## src/rtl/hazard_stall_ctrl.sv

```systemverilog
// Pipeline hazard controller beside the ID stage: load-use and branch-operand
// stalls, multi-cycle load stall, data-memory freeze, IF/ID flush, stall counter.
module hazard_stall_ctrl #(
  parameter int unsigned REG_W        = 5,
  parameter int unsigned INSTR_W      = 32,
  parameter int unsigned LOAD_LAT     = 1,
  parameter int unsigned BRANCH_IN_ID = 1,
  parameter int unsigned PERF_W       = 16
) (
  input  logic               clk,
  input  logic               rst_n,
  input  logic               ID_ExMemRead,
  input  logic               ID_ExRegWrite,
  input  logic [REG_W-1:0]   ID_Ex_Rt,
  input  logic [REG_W-1:0]   ID_Ex_Rd,
  input  logic               Ex_MemMemRead,
  input  logic [REG_W-1:0]   Ex_Mem_Rd,
  input  logic [INSTR_W-1:0] IF_ID_Instr,
  input  logic               branch_taken,
  input  logic               mem_wait,
  output logic               holdPC,
  output logic               holdIF_ID,
  output logic               ORgate_In,
  output logic               freeze_all,
  output logic               flush_IF_ID,
  output logic [PERF_W-1:0]  stall_cycles
);

  typedef enum logic [1:0] {IDLE, LSTALL, FREEZE} state_t;

  state_t            r_state;
  state_t            r_saved;
  logic [2:0]        r_cnt;
  logic [PERF_W-1:0] r_stall_cnt;

  logic [5:0]       w_opcode;
  logic [REG_W-1:0] w_rs;
  logic [REG_W-1:0] w_rt;
  logic             w_uses_rt;
  logic             w_is_branch;
  logic             w_load_use;
  logic             w_dep_a;
  logic             w_dep_b;
  logic             w_br_dep;
  state_t           w_cur;
  logic             w_unused_bits;

  assign w_opcode      = IF_ID_Instr[INSTR_W-1 -: 6];
  assign w_rs          = REG_W'(IF_ID_Instr[25:21]);
  assign w_rt          = REG_W'(IF_ID_Instr[20:16]);
  assign w_unused_bits = ^IF_ID_Instr[15:0];

  assign w_uses_rt   = (w_opcode == 6'h00) || (w_opcode == 6'h04) ||
                       (w_opcode == 6'h05) || (w_opcode == 6'h2B);
  assign w_is_branch = (w_opcode == 6'h04) || (w_opcode == 6'h05);

  assign w_load_use = ID_ExMemRead && (ID_Ex_Rt != '0) &&
                      ((ID_Ex_Rt == w_rs) || (w_uses_rt && (ID_Ex_Rt == w_rt)));
  assign w_dep_a    = ID_ExRegWrite && (ID_Ex_Rd != '0) &&
                      ((ID_Ex_Rd == w_rs) || (ID_Ex_Rd == w_rt));
  assign w_dep_b    = Ex_MemMemRead && (Ex_Mem_Rd != '0) &&
                      ((Ex_Mem_Rd == w_rs) || (Ex_Mem_Rd == w_rt));
  assign w_br_dep   = (BRANCH_IN_ID != 0) && w_is_branch && (w_dep_a || w_dep_b);

  // While frozen the saved state is the one that governs behaviour once mem_wait drops
  assign w_cur = (r_state == FREEZE) ? r_saved : r_state;

  always_comb begin
    holdPC      = 1'b0;
    holdIF_ID   = 1'b0;
    ORgate_In   = 1'b0;
    freeze_all  = 1'b0;
    flush_IF_ID = 1'b0;
    if (!rst_n) begin
      holdPC = 1'b0;
    end else if (mem_wait) begin
      freeze_all = 1'b1;
      holdPC     = 1'b1;
      holdIF_ID  = 1'b1;
    end else if (w_cur == LSTALL || w_load_use || w_br_dep) begin
      holdPC    = 1'b1;
      holdIF_ID = 1'b1;
      ORgate_In = 1'b1;
    end else if (branch_taken) begin
      flush_IF_ID = 1'b1;
    end
  end

  always_ff @(posedge clk) begin
    if (!rst_n) begin
      r_state     <= IDLE;
      r_saved     <= IDLE;
      r_cnt       <= '0;
      r_stall_cnt <= '0;
    end else begin
      if (holdPC && (r_stall_cnt != '1))
        r_stall_cnt <= r_stall_cnt + 1'b1;

      if (mem_wait) begin
        if (r_state != FREEZE)
          r_saved <= r_state;
        r_state <= FREEZE;
      end else begin
        case (w_cur)
          LSTALL: begin
            r_cnt   <= r_cnt - 3'd1;
            r_state <= (r_cnt == 3'd1) ? IDLE : LSTALL;
          end
          default: begin
            if (w_load_use && (LOAD_LAT > 1)) begin
              r_state <= LSTALL;
              r_cnt   <= 3'(LOAD_LAT - 1);
            end else begin
              r_state <= IDLE;
            end
          end
        endcase
      end
    end
  end

  assign stall_cycles = r_stall_cnt;

endmodule

```

## config.mk

```make
export PLATFORM = sky130hd
export DESIGN_NAME = hazard_stall_ctrl
export DESIGN_NICKNAME = d
export VERILOG_FILES = /design/src/rtl/hazard_stall_ctrl.sv
export SDC_FILE = /design/constraint.sdc
export NUM_CORES = 1
export LEC_CHECK = 0
export BUFFER_PORTS_ARGS = -buffer_cell sky130_fd_sc_hd__buf_2
export CELL_PAD_IN_SITES_DETAIL_PLACEMENT = 1
export CELL_PAD_IN_SITES_GLOBAL_PLACEMENT = 1
export CORE_MARGIN = 2
export CORE_UTILIZATION = 34
export CTS_BUF_LIST = sky130_fd_sc_hd__clkbuf_8
export DETAILED_ROUTE_END_ITERATION = 16
export PLACE_DENSITY = 0.93
export SLEW_MARGIN = 5
export SYNTH_ARGS = -nofsm -noshare
export SYNTH_HDL_FRONTEND = slang
export SYNTH_SLANG_ARGS = --single-unit
```

## constraint.sdc

```tcl
create_clock -name clk -period 3.53 [get_ports clk]
set_input_delay 0.706 -clock clk [delete_from_list [all_inputs] [get_ports clk]]
set_output_delay 0.706 -clock clk [all_outputs]
set_load 0.01 [all_outputs]
```

-- Word level (Yosys, flattened, before mapping)
Index checks and enable logic that the tools add are counted.
- register bits: 23
- input bits: 54
- output and inout bits: 21
- logic and storage cells: 65
- add/subtract/negate cells: 2
- equal/unequal tests: 14
- mux-type cells: 15
- bitwise operators: 3
- reduce and logical (&&, ||, !) cells: 26
- operator list (cell ; number):
    5-bit equality test ; 6
    16-bit by 1-bit adder with 16-bit output, second input constant ; 1
    16-bit != test, second input constant ; 1
    5-bit nonzero test ; 3
    1-bit 2-to-1 mux ; 13
    6-bit by 3-bit equality test with 1-bit output, second input constant ; 2
    1-bit logical OR ; 10
    1-bit logical AND ; 9
    6-bit equality test, second input constant ; 1
    6-bit logical NOT ; 1
    2-bit 2-to-1 mux ; 2
    2-bit AND reduction ; 2
    3-bit by 1-bit equality test with 1-bit output, second input constant ; 1
    1-bit inverter ; 3
    3-bit OR reduction ; 1
    3-bit by 1-bit subtractor with 3-bit output, second input constant ; 1
    2-bit by 1-bit equality test with 1-bit output, second input constant ; 1
    2-bit equality test, second input constant ; 1
    2-bit != test, second input constant ; 1

-- Depth between registers and ports, before layout
- word-level depth: 13
- depth in mapped cells: 8
- gate-level depth less buffers: 7

-- Least setup slack after synthesis
Ideal clock, no wire load.
- kind: input port to output port
- start point: in ID_Ex_Rt[1]
- end point: out holdPC
- arrival time: 2507 ps
- data required time: 2824 ps
- slack: 317 ps
- cell stages on the path: 8
- buffers on the path: 2
- path through: or4_1 > o21a_1 > nand4b_1 > o31ai_1 > nor4_4 > buf_2 > nor2_1 > buf_4
- longest elaborated chain between the ends: 9
- elaborated cells on any way between the ends: 12
- classes of those cells: eq/ne: 2; mux: 3; reduce/logical: 7
- ends and longest elaborated chain (item ; line ; text):
    start: declaration ; 14 ; input logic [REG_W-1:0] ID_Ex_Rt,
    5-bit equality test ; 58 ; ((ID_Ex_Rt == w_rs) || (w_uses_rt && (ID_Ex_Rt == w_rt)));
    1-bit logical AND ; 58 ;
    1-bit logical OR ; 58 ;
    1-bit logical AND (*) ; 57 ; assign w_load_use = ID_ExMemRead && (ID_Ex_Rt != '0) &&
    1-bit logical OR (*) (2 in a row) ; 80 ; end else if (w_cur == LSTALL || w_load_use || w_br_dep) begin
    1-bit 2-to-1 mux (*) (3 in a row) ; n/a ;
    end: declaration ; 21 ; output logic holdPC,
Every way passes the cells marked *; elsewhere a longest branch is shown, timed or not.

-- Final worst setup path
- start point: in ID_Ex_Rt[1]
- end point: out flush_IF_ID
- longest elaborated chain between the ends: 9
- elaborated cells on any way between the ends: 12
- classes of those cells: eq/ne: 2; mux: 3; reduce/logical: 7
- ends and longest elaborated chain (item ; line ; text):
    5-bit equality test ; 58 ;
    1-bit logical AND ; 58 ;
    1-bit logical OR ; 58 ;
    1-bit logical AND (*) ; 57 ;
    1-bit logical OR (*) (2 in a row) ; 80 ;
    1-bit 2-to-1 mux (*) ; 80 ;
    1-bit 2-to-1 mux (*) ; 76 ; end else if (mem_wait) begin
    1-bit 2-to-1 mux (*) ; 74 ; if (!rst_n) begin
    end: declaration ; 25 ; output logic flush_IF_ID,
Marks and branches as above.

==> impl_metrics.tcl <==
set metrics [dict create \
    grt_pass1_vias 1610 \
    power_frac_seq 0.496 \
    synth_edf_count 0 \
    place_hpwl_mm 3.754 \
    critPathArrivalTime_ns 2.45 \
    swShare 0.2751 \
    yosys.cell_types.count 40 \
    cts_resized 0 \
    combPwrFrac 0.198 \
    drc_errors 0 \
    hp-class "reg -> reg" \
    outcome "finished clean" \
    p_sw_mw 0.1466 \
    wirelength_mm 4.583 \
    fmaxAchievable_ghz 0.3170 \
    post-place-cells 304 \
    rrSetupSlack_ns 1.15 \
    port_buffers 58 \
    vias_per_cell 5.451 \
    io_pins 75 \
    finClkSkew_ns 0.004454 \
    cts-root-buf "clkbuf_8" \
    diodes 0 \
    die_h_um 72.74 \
    antenna_found_initial 0 \
    finalHoldViolCount 0 \
    synthCells 198 \
    clk_path_buf_depth 2 \
    worst_r2r_path_depth 7 \
    grt_max_degree 28 \
    final_cells 308 \
    min-delay-start "stall_cycles[5]" \
    clkSlewWorstSetupHoldPaths_ns 0.08 \
    finalCriticalPeriod_ns 3.155 \
    slew_viol_final 0 \
    place.gp.congestion 0.7916 \
    holdPathEnd "stall_cycles[5]" \
    core_um2 4629 \
    power_density_nw_per_um2 269.5 \
    reg2reg_to "stall_cycles[15]" \
    vias 1679 \
    r2r_start "stall_cycles[3]" \
    dieArea_um2 5291 \
    cts-htree-levels 1 \
    drtPass1Iterations 4 \
    async_reset_ff_frac 0 \
    cts_setup_buffers 0 \
    grt_use_total 0.1746 \
    whs_path_depth 2 \
    rsz0062_at_grt "false" \
    clkPwrFrac 0.307 \
    area_growth_pct 23.05 \
    cp-start-kind "input port" \
    cts_inserted_buffers 3 \
    crit_start "ID_Ex_Rt[1]" \
    pre_cts_slack_ns 0.3696 \
    drtIter0Drc 68 \
    period_share 0.8936 \
    grt_pass1_wl_mm 7.369 \
    gr-total-overflow 0 \
    maxSlewHeadroom 0.5668 \
    power.leakage_nw 0.8196 \
    insertion_delay_ns 0.27 \
    critical_path_class "in -> out" \
    endpoint_kind "output pin" \
    fp.dieW_um 72.74 \
    design_area_um2 1977 \
    ys_ff_latch 23 \
    yosysSeqAreaShare 0.2866 \
    nets 312 \
    yosysTopAreaCell "dfxtp_1" \
    setup_viol 0 \
    synth_top_cells_by_count "24 x xor2_1, 23 x dfxtp_1, 13 x nand2_1" \
    tightest_slew_ns 0.6430 \
    tns_ns 0 \
    synth-main-ff-cell "dfxtp_1" \
    synth_area_um2 1607 \
    internal-power_mw 0.3862 \
    maxCapViolCount 0 \
    cp_max_fo 3 \
    wl_per_cell_um 14.88 \
    start_util 0.3470 \
    rows 25 \
    synth_nets 255 \
    antenna_left 0 \
    dpl_cell_area_um2 1932 \
    synth.most_common_cell "xor2_1" \
    yosysWarnings 0 \
    cts.sink_count 23 \
    hold_buffers 0 \
    layout_setup_ws_ns 0.3754 \
    synth_area_leaders "dfxtp_1 29%, xor2_1 13%, xnor2_1 4.4%" \
    drive_gt1_frac 0.2559 \
    avgSynthCellArea_um2 8.114 \
    cts_tree "yes" \
    required_ns 2.82 \
    synth_top_area_share 0.2866 \
    ir_drop_mv 0.1505 \
]
stage by stage:
stage	total power, mW	util	hold slack, ns
2_1_floorplan	0.3261	-	0.4528
3_3_place_gp	0.3699	0.4173	0.4651
3_5_place_dp	0.3762	0.4173	0.4776
4_1_cts	0.5378	0.4270	0.4897
5_1_grt	0.5600	0.4270	0.5337
6_report	0.5328	0.4270	0.4897
critical path, stage by stage:
cell	delay [ns]
buf_2	0.13
or4_1	0.51
o21a_1	0.20
nand4b_1	0.10
o31ai_1	0.13
nor3_1	0.31
and4b_1	0.22
buf_2	0.13
power by group through the flow:
stage                     clock network [mW]  logic, mW  registers [mW]
after global routing                   0.179      0.116           0.265
after detailed placement                   0      0.106           0.270
after floorplan                            0     0.0553           0.271
after global placement                     0     0.0998           0.270
after CTS                              0.168      0.106           0.264
final                                  0.163      0.105           0.264
logic make-up (layout without fill, tap and decap cells):
group,after synthesis,after routing,share of synthesized area
AO/OA/AOI/OAI,39,39,0.1519
XOR/XNOR,32,32,0.1745
adder cells (fa/ha/maj),3,3,0.02337
buffers and inverters,13,69,0.03894
flip-flops,23,23,0.2866
multiplexers,5,5,0.03115
AND/OR/NAND/NOR,83,83,0.2936
routing by layer:
layer | global-route usage | up-vias | part of all wire
li1 | - | 825 | -
met1 | 0.2111 | 795 | 0.42
met2 | 0.3121 | 49 | 0.52
met3 | 0.03591 | 10 | 0.044
met4 | 0.04733 | 0 | 0.018
met5 | 0 | - | 0
placed cells by master (no fill, tap or decap), drive strengths merged, types with 3 or more instances in the layout:
| cell | netlist | layout |
|---|---|---|
| or4 | 5 | 5 |
| dfxtp | 23 | 23 |
| nor2 | 13 | 13 |
| or3 | 8 | 8 |
| nand3 | 6 | 6 |
| ha | 3 | 3 |
| nor3 | 11 | 11 |
| xor2 | 24 | 24 |
| and3 | 6 | 6 |
| nand2 | 13 | 13 |
| buf | 4 | 59 |
| nand2b | 7 | 7 |
| o2111ai | 3 | 3 |
| mux2i | 5 | 5 |
| xnor2 | 8 | 8 |
| a21oi | 11 | 11 |
| o21ai | 13 | 13 |
| clkbuf | 3 | 3 |
| inv | 6 | 7 |
state kept, by name, indices dropped and copies added (netlist names):
signal and cells:
r_state 2, r_saved 2, r_cnt 3, stall_cycles 16
layout make-up:
type                    count  area, µm²
clock inverters             1      3.754
multi-input cells         162       1084
flip-flops and latches     23      460.4
well taps                  54      67.56
fillers                   600       2653
inverters                   6      22.52
clock buffers               3      41.29
repair buffers             59      297.8
how the worst max path moves through the flow:
stage / slack [ns] / to / cells past startpoint
finish: 0.38 / flush_IF_ID / 8
floorplan: 0.32 / holdPC / 8
detailed placement: 0.37 / flush_IF_ID / 8
global placement: 0.40 / flush_IF_ID / 8
global route: 0.28 / flush_IF_ID / 8
CTS: 0.37 / flush_IF_ID / 8
No activity file was read; power rests on OpenSTA's default activity.
